**config.mk**
```make
export PLATFORM = sky130hd
export DESIGN_NAME = uart_tx_param
export DESIGN_NICKNAME = d
export VERILOG_FILES = /design/src/rtl/uart_tx_param.sv
export SDC_FILE = /design/constraint.sdc
export NUM_CORES = 1
export LEC_CHECK = 0
export CORE_AREA = 2 2 150 152
export CTS_BUF_LIST = sky130_fd_sc_hd__clkbuf_8
export DETAILED_ROUTE_END_ITERATION = 8
export DIE_AREA = 0 0 152 154
export SETUP_SLACK_MARGIN = 0.15
export SYNTH_ARGS = -nofsm -noshare
export SYNTH_HDL_FRONTEND = slang
export SYNTH_SLANG_ARGS = --single-unit
```
**constraint.sdc**
```tcl
create_clock -name clk -period 7.32 [get_ports clk]
set_clock_uncertainty 0.05 [all_clocks]
set_input_delay 1.464 -clock clk [delete_from_list [all_inputs] [get_ports clk]]
set_output_delay 1.464 -clock clk [all_outputs]
set_load 0.01 [all_outputs]
```
**src/rtl/uart_tx_param.sv**
```systemverilog
// UART transmitter with a transmit FIFO and per-frame runtime configuration
// (5-8 data bits, none/even/odd/mark/space parity, 1 or 2 stop bits, runtime divisor).
module uart_tx_param #(
    parameter int CLK_FREQ     = 100000000,
    parameter int DEFAULT_BAUD = 9600,
    parameter int DIV_W        = 20,
    parameter int FIFO_DEPTH   = 16,
    parameter int CNT_W        = 5
) (
    input  logic             clk,
    input  logic             rst,
    input  logic             s_valid,
    output logic             s_ready,
    input  logic [7:0]       s_data,
    input  logic [DIV_W-1:0] cfg_div,
    input  logic [1:0]       cfg_data_bits,
    input  logic [2:0]       cfg_parity,
    input  logic             cfg_stop2,
    output logic             tx,
    output logic             tx_busy,
    output logic [CNT_W-1:0] fifo_count,
    output logic             fifo_full
);
    localparam int AW = $clog2(FIFO_DEPTH);
    localparam logic [DIV_W-1:0] DEF_DIV = DIV_W'(CLK_FREQ / DEFAULT_BAUD);

    typedef enum logic [2:0] {IDLE, START, DATA, PARITY, STOP} state_t;

    state_t           r_state;
    logic [7:0]       r_mem [FIFO_DEPTH];
    logic [AW-1:0]    r_wptr, r_rptr;
    logic [CNT_W-1:0] r_count;
    logic [DIV_W-1:0] r_div, r_cnt;
    logic [7:0]       r_sh;
    logic [2:0]       r_bit;
    logic [1:0]       r_nb;
    logic [2:0]       r_par;
    logic             r_stop2, r_second, r_acc, r_tx, r_busy;

    logic             w_full, w_push, w_pop, w_bit_end, w_last_stop, w_par_bit;
    logic [DIV_W-1:0] w_div;
    logic [2:0]       w_par_cfg;

    assign w_full      = (r_count == CNT_W'(FIFO_DEPTH));
    assign w_push      = s_valid && !w_full;
    assign w_bit_end   = (r_cnt == r_div - 1'b1);
    assign w_last_stop = w_bit_end && (!r_stop2 || r_second);
    assign w_pop       = (r_count != '0) &&
                         ((r_state == IDLE) || (r_state == STOP && w_last_stop));

    assign w_div = (cfg_div == '0)          ? DEF_DIV :
                   (cfg_div == DIV_W'(1))   ? DIV_W'(2) : cfg_div;
    // Unknown parity codes collapse to "none" at latch time.
    assign w_par_cfg = (cfg_parity > 3'd4) ? 3'd0 : cfg_parity;

    always_comb begin
        w_par_bit = 1'b0;
        case (r_par)
            3'd1:    w_par_bit = r_acc;
            3'd2:    w_par_bit = ~r_acc;
            3'd3:    w_par_bit = 1'b1;
            default: w_par_bit = 1'b0;
        endcase
    end

    always_ff @(posedge clk) begin
        if (w_push) r_mem[r_wptr] <= s_data;
    end

    always_ff @(posedge clk or posedge rst) begin
        if (rst) begin
            r_wptr  <= '0;
            r_rptr  <= '0;
            r_count <= '0;
        end else begin
            if (w_push) r_wptr <= r_wptr + 1'b1;
            if (w_pop)  r_rptr <= r_rptr + 1'b1;
            r_count <= r_count + CNT_W'(w_push) - CNT_W'(w_pop);
        end
    end

    always_ff @(posedge clk or posedge rst) begin
        if (rst) begin
            r_state  <= IDLE;
            r_tx     <= 1'b1;
            r_busy   <= 1'b0;
            r_div    <= '0;
            r_cnt    <= '0;
            r_sh     <= '0;
            r_bit    <= '0;
            r_nb     <= '0;
            r_par    <= '0;
            r_stop2  <= 1'b0;
            r_second <= 1'b0;
            r_acc    <= 1'b0;
        end else if (w_pop) begin
            // Frame launch: shared by IDLE and the end of the last stop bit.
            r_state  <= START;
            r_tx     <= 1'b0;
            r_busy   <= 1'b1;
            r_sh     <= r_mem[r_rptr];
            r_nb     <= cfg_data_bits;
            r_par    <= w_par_cfg;
            r_stop2  <= cfg_stop2;
            r_div    <= w_div;
            r_cnt    <= '0;
            r_bit    <= '0;
            r_acc    <= 1'b0;
            r_second <= 1'b0;
        end else begin
            if (r_state != IDLE)
                r_cnt <= w_bit_end ? '0 : r_cnt + 1'b1;
            case (r_state)
                IDLE: begin
                    r_tx   <= 1'b1;
                    r_busy <= 1'b0;
                end
                START: if (w_bit_end) begin
                    r_state <= DATA;
                    r_tx    <= r_sh[0];
                    r_acc   <= r_sh[0];
                    r_sh    <= r_sh >> 1;
                    r_bit   <= '0;
                end
                DATA: if (w_bit_end) begin
                    if (r_bit == 3'(r_nb) + 3'd4) begin
                        r_state <= (r_par != '0) ? PARITY : STOP;
                        r_tx    <= (r_par != '0) ? w_par_bit : 1'b1;
                    end else begin
                        r_bit <= r_bit + 1'b1;
                        r_tx  <= r_sh[0];
                        r_acc <= r_acc ^ r_sh[0];
                        r_sh  <= r_sh >> 1;
                    end
                end
                PARITY: if (w_bit_end) begin
                    r_state <= STOP;
                    r_tx    <= 1'b1;
                end
                STOP: if (w_bit_end) begin
                    if (r_stop2 && !r_second) begin
                        r_second <= 1'b1;
                    end else begin
                        r_state <= IDLE;
                        r_busy  <= 1'b0;
                        r_tx    <= 1'b1;
                    end
                end
                default: r_state <= IDLE;
            endcase
        end
    end

    assign s_ready    = !w_full;
    assign fifo_full  = w_full;
    assign fifo_count = r_count;
    assign tx         = r_tx;
    assign tx_busy    = r_busy;
endmodule

```
==> flow_metrics.tcl <==
set metrics [dict create \
    synthDistinctLibCells 72 \
    fin_crit_ps 4700 \
    fp.dieW_um 152 \
    synth_edf_count 128 \
    synth.avg_cell_area_um2 13.7 \
    synthXorXnorAreaFrac_pct 4.53 \
    clk_pin_slew_ps 60 \
    io_pins 46 \
    worstRegToRegCells 19 \
    p_leak_uw 0.00412 \
    vias 6011 \
    fillers 1867 \
    synth.largest_area_cell "edfxtp_1" \
    fin_util_pct 51.2 \
    max_freq_mhz 213 \
    power_density_nw_per_um2 369 \
    crit_slowest_cell "or4_4" \
    setup_tns_ps 0 \
    yosys_warnings 0 \
    instances_no_fill 1070 \
    synth_top_family_by_area "multiplexers" \
    p_sw_share_pct 34.1 \
    min_path_cells 1 \
    layout.nets 818 \
    peakVddDrop_mv 0.166 \
    clk_latency_ps 520 \
    ys.flop_type "edfxtp_1" \
    synth_compound_area_share_pct 5.84 \
    totalPowerFinal_uw 4100 \
    detailedRoute.firstPassIterationCount 4 \
    core_area_um2 21700 \
    drive_gt1_share_pct 15.9 \
    finalCritPeriodShare_pct 64.2 \
    synth_adder_area_share_pct 2.02 \
    cts_setup_buffers 0 \
    post-place-ws_ps 2600 \
    critPathKind "reg2reg" \
    antenna_found_initial 0 \
    synth.most_common_cell "edfxtp_1" \
    start_kind "register" \
    rows 54 \
    worstSetupEndpointType "register" \
    crit_path_frequent_cell "inv_1" \
    grt_pass1_vias 6289 \
    die-area_um2 23400 \
    routed_via_density 5.62 \
    drt_iter0_drc 323 \
    die_y_um 154 \
    cp.arrival_ps 5060 \
    clockPowerShare_pct 24.6 \
    cts.path.max_buffers 3 \
    insertedDiodeCount 0 \
    cts_tree "done" \
    detail-route-antenna-nets 0 \
    grt_max_degree 57 \
    place.gp.congestion 0.828 \
    min_path_type "reg2reg" \
    setup_violations 0 \
    synth_area_um2 9680 \
    numCtsBuffers 36 \
    critPathRequiredTime_ps 7680 \
    synth_common_cells "128 x edfxtp_1, 76 x dfrtp_1, 61 x nor2_1" \
    htreeDepth 2 \
    cts_root_buf "clkbuf_8" \
    drc 0 \
    relSlewSlack_pct 26.1 \
    p_sw_uw 1400 \
    grt_remaining_overflow 0 \
    p_int_uw 2700 \
    yosysSeqAreaShare_pct 59.6 \
    cp_max_fo 7 \
    dp_hpwl_um 14200 \
    synth-simple-area-share_pct 11.7 \
    track_usage_pct 18.4 \
    yosysTopAreaCellShare_pct 39.7 \
    ys_async_sr_fraction_pct 37.6 \
    worst_slew_pin_slew_ps 1100 \
    synth_mux_area_share_pct 13.9 \
    syn_nets 756 \
    comb_power_share_pct 34.1 \
    initial_core_util_pct 44.6 \
    clock-sinks 205 \
    hold_buffers 0 \
    grt_pass1_wl_um 34000 \
    drv_slew 0 \
    path_cells "inv_1 > ha_1 > nor3b_1 > nand2_1 > nor4_1 > o22ai_1 > or4_4 > nor4_4 > or2b_2 > ha_1 > inv_1 > ha_1 > inv_1 > fa_1 > inv_1 > a21oi_1 > nor2_1 > nor2_1 > xnor2_1" \
    status "completed" \
    netlist_instances 704 \
    dp_cells 1008 \
    synthTopCellsByArea "edfxtp_1 40%, dfrtp_1 20%, mux4_2 7.2%" \
    routed_wl_um 21200 \
    critPathMaxStageDelay_ps 610 \
    portBuffers 45 \
    maxCapViolCount 0 \
    layout_setup_ws_ps 2620 \
    hold_viol 0 \
    rsz0062_at_grt "no" \
    yosys_register_bits 205 \
    wl_per_cell_um 19.8 \
    cts_resized 0 \
    area_delta_synth_final_pct 14.7 \
    pwr-share-seq_pct 41.2 \
]
==> worst max-delay path: cells and delay by family (launching register included) <==
family / cells / cell delay, ps
fa+ha+maj: 4 / 980
buf+inv: 4 / 310
simple gates: 8 / 2500
compound gates: 2 / 200
xor+xnor: 1 / 110
flops: 1 / 420
==> flip-flops by register name (all words and copies together), names as in the netlist <==
register    count
fifo_count      5
r_acc           1
r_bit           3
r_cnt          20
r_div          20
r_mem         128
r_nb            2
r_par           3
r_rptr          4
r_second        1
r_sh            8
r_state         3
r_stop2         1
r_wptr          4
tx              1
tx_busy         1
==> path summary, 6_finish.rpt <==
check | startpoint | to | slack [ps]
max | r_div[0]$_DFFE_PP0N_ | fifo_count[4]$_DFF_PP0_ | 2620
min | tx_busy$_DFFE_PP0P_ | tx_busy$_DFFE_PP0P_ | 450
max reg2reg | r_div[0]$_DFFE_PP0N_ | fifo_count[4]$_DFF_PP0_ | 2620
min reg2reg | tx_busy$_DFFE_PP0P_ | tx_busy$_DFFE_PP0P_ | 450
max in group asynchronous | rst | r_rptr[0]$_DFFE_PP0N_ | 4920
min in group asynchronous | rst | r_wptr[1]$_DFFE_PP0P_ | 1180
==> logic make-up after synthesis <==
logic type / after synthesis
and+or+nand+nor: 215
DFF: 205
muxes: 91
AOI/OAI and AO/OA: 78
buffers and inverters: 54
xor gates and xnor gates: 46
adders and majority gates: 15
==> routing by layer <==
layer  track usage (%)  up-vias  wire (um)
met2              33.5      127      11200
li1                  -     2794          -
met4              6.59        0        576
met1              21.8     3041       8610
met5                 0        -          0
met3              3.52       49        858
==> layout by cell type, fill, tap and decap left out, types with 9 or more instances in the layout <==
cell type / count
mux2i_1: 26
a21oi_1: 13
nand2b_1: 13
xor2_1: 20
inv_1: 42
nor2_1: 61
clkdlybuf4s50_1: 45
nand2_1: 35
ha_1: 14
mux2_2: 24
nor2b_1: 9
mux4_2: 31
mux2_1: 10
edfxtp_1: 128
nor3_1: 20
dfrtp_1: 75
nand3_1: 16
clkbuf_8: 41
nor4_1: 13
xnor2_1: 23
o21ai_0: 9
==> metrics by stage <==
step	instance area, um^2	hold WS, ps
after floorplan	9680	418
after global placement	10400	416
after detailed placement	10400	421
after CTS	11100	438
after global routing	11100	480
final	11100	446
==> power groups by stage <==
stage	Sequential (uW)	Combinational (uW)	Clock, uW
after floorplan	1610	1120	0
after global placement	1700	1390	0
after detailed placement	1710	1420	0
after CTS	1690	1420	1040
after global routing	1720	1540	1100
final	1690	1400	1010
==> layout make-up <==
| class | count | area (um^2) | share of cell area, % |
|---|---|---|---|
| inverter | 28 | 106 | 0.958 |
| clock inverter | 21 | 121 | 1.09 |
| clock buffer | 41 | 564 | 5.08 |
| sequential | 205 | 5770 | 52.0 |
| tap | 280 | 350 | 3.16 |
| multi-input combinational | 445 | 3700 | 33.3 |
| timing repair buffer | 50 | 488 | 4.40 |
Power figures use the tool's default switching activity.
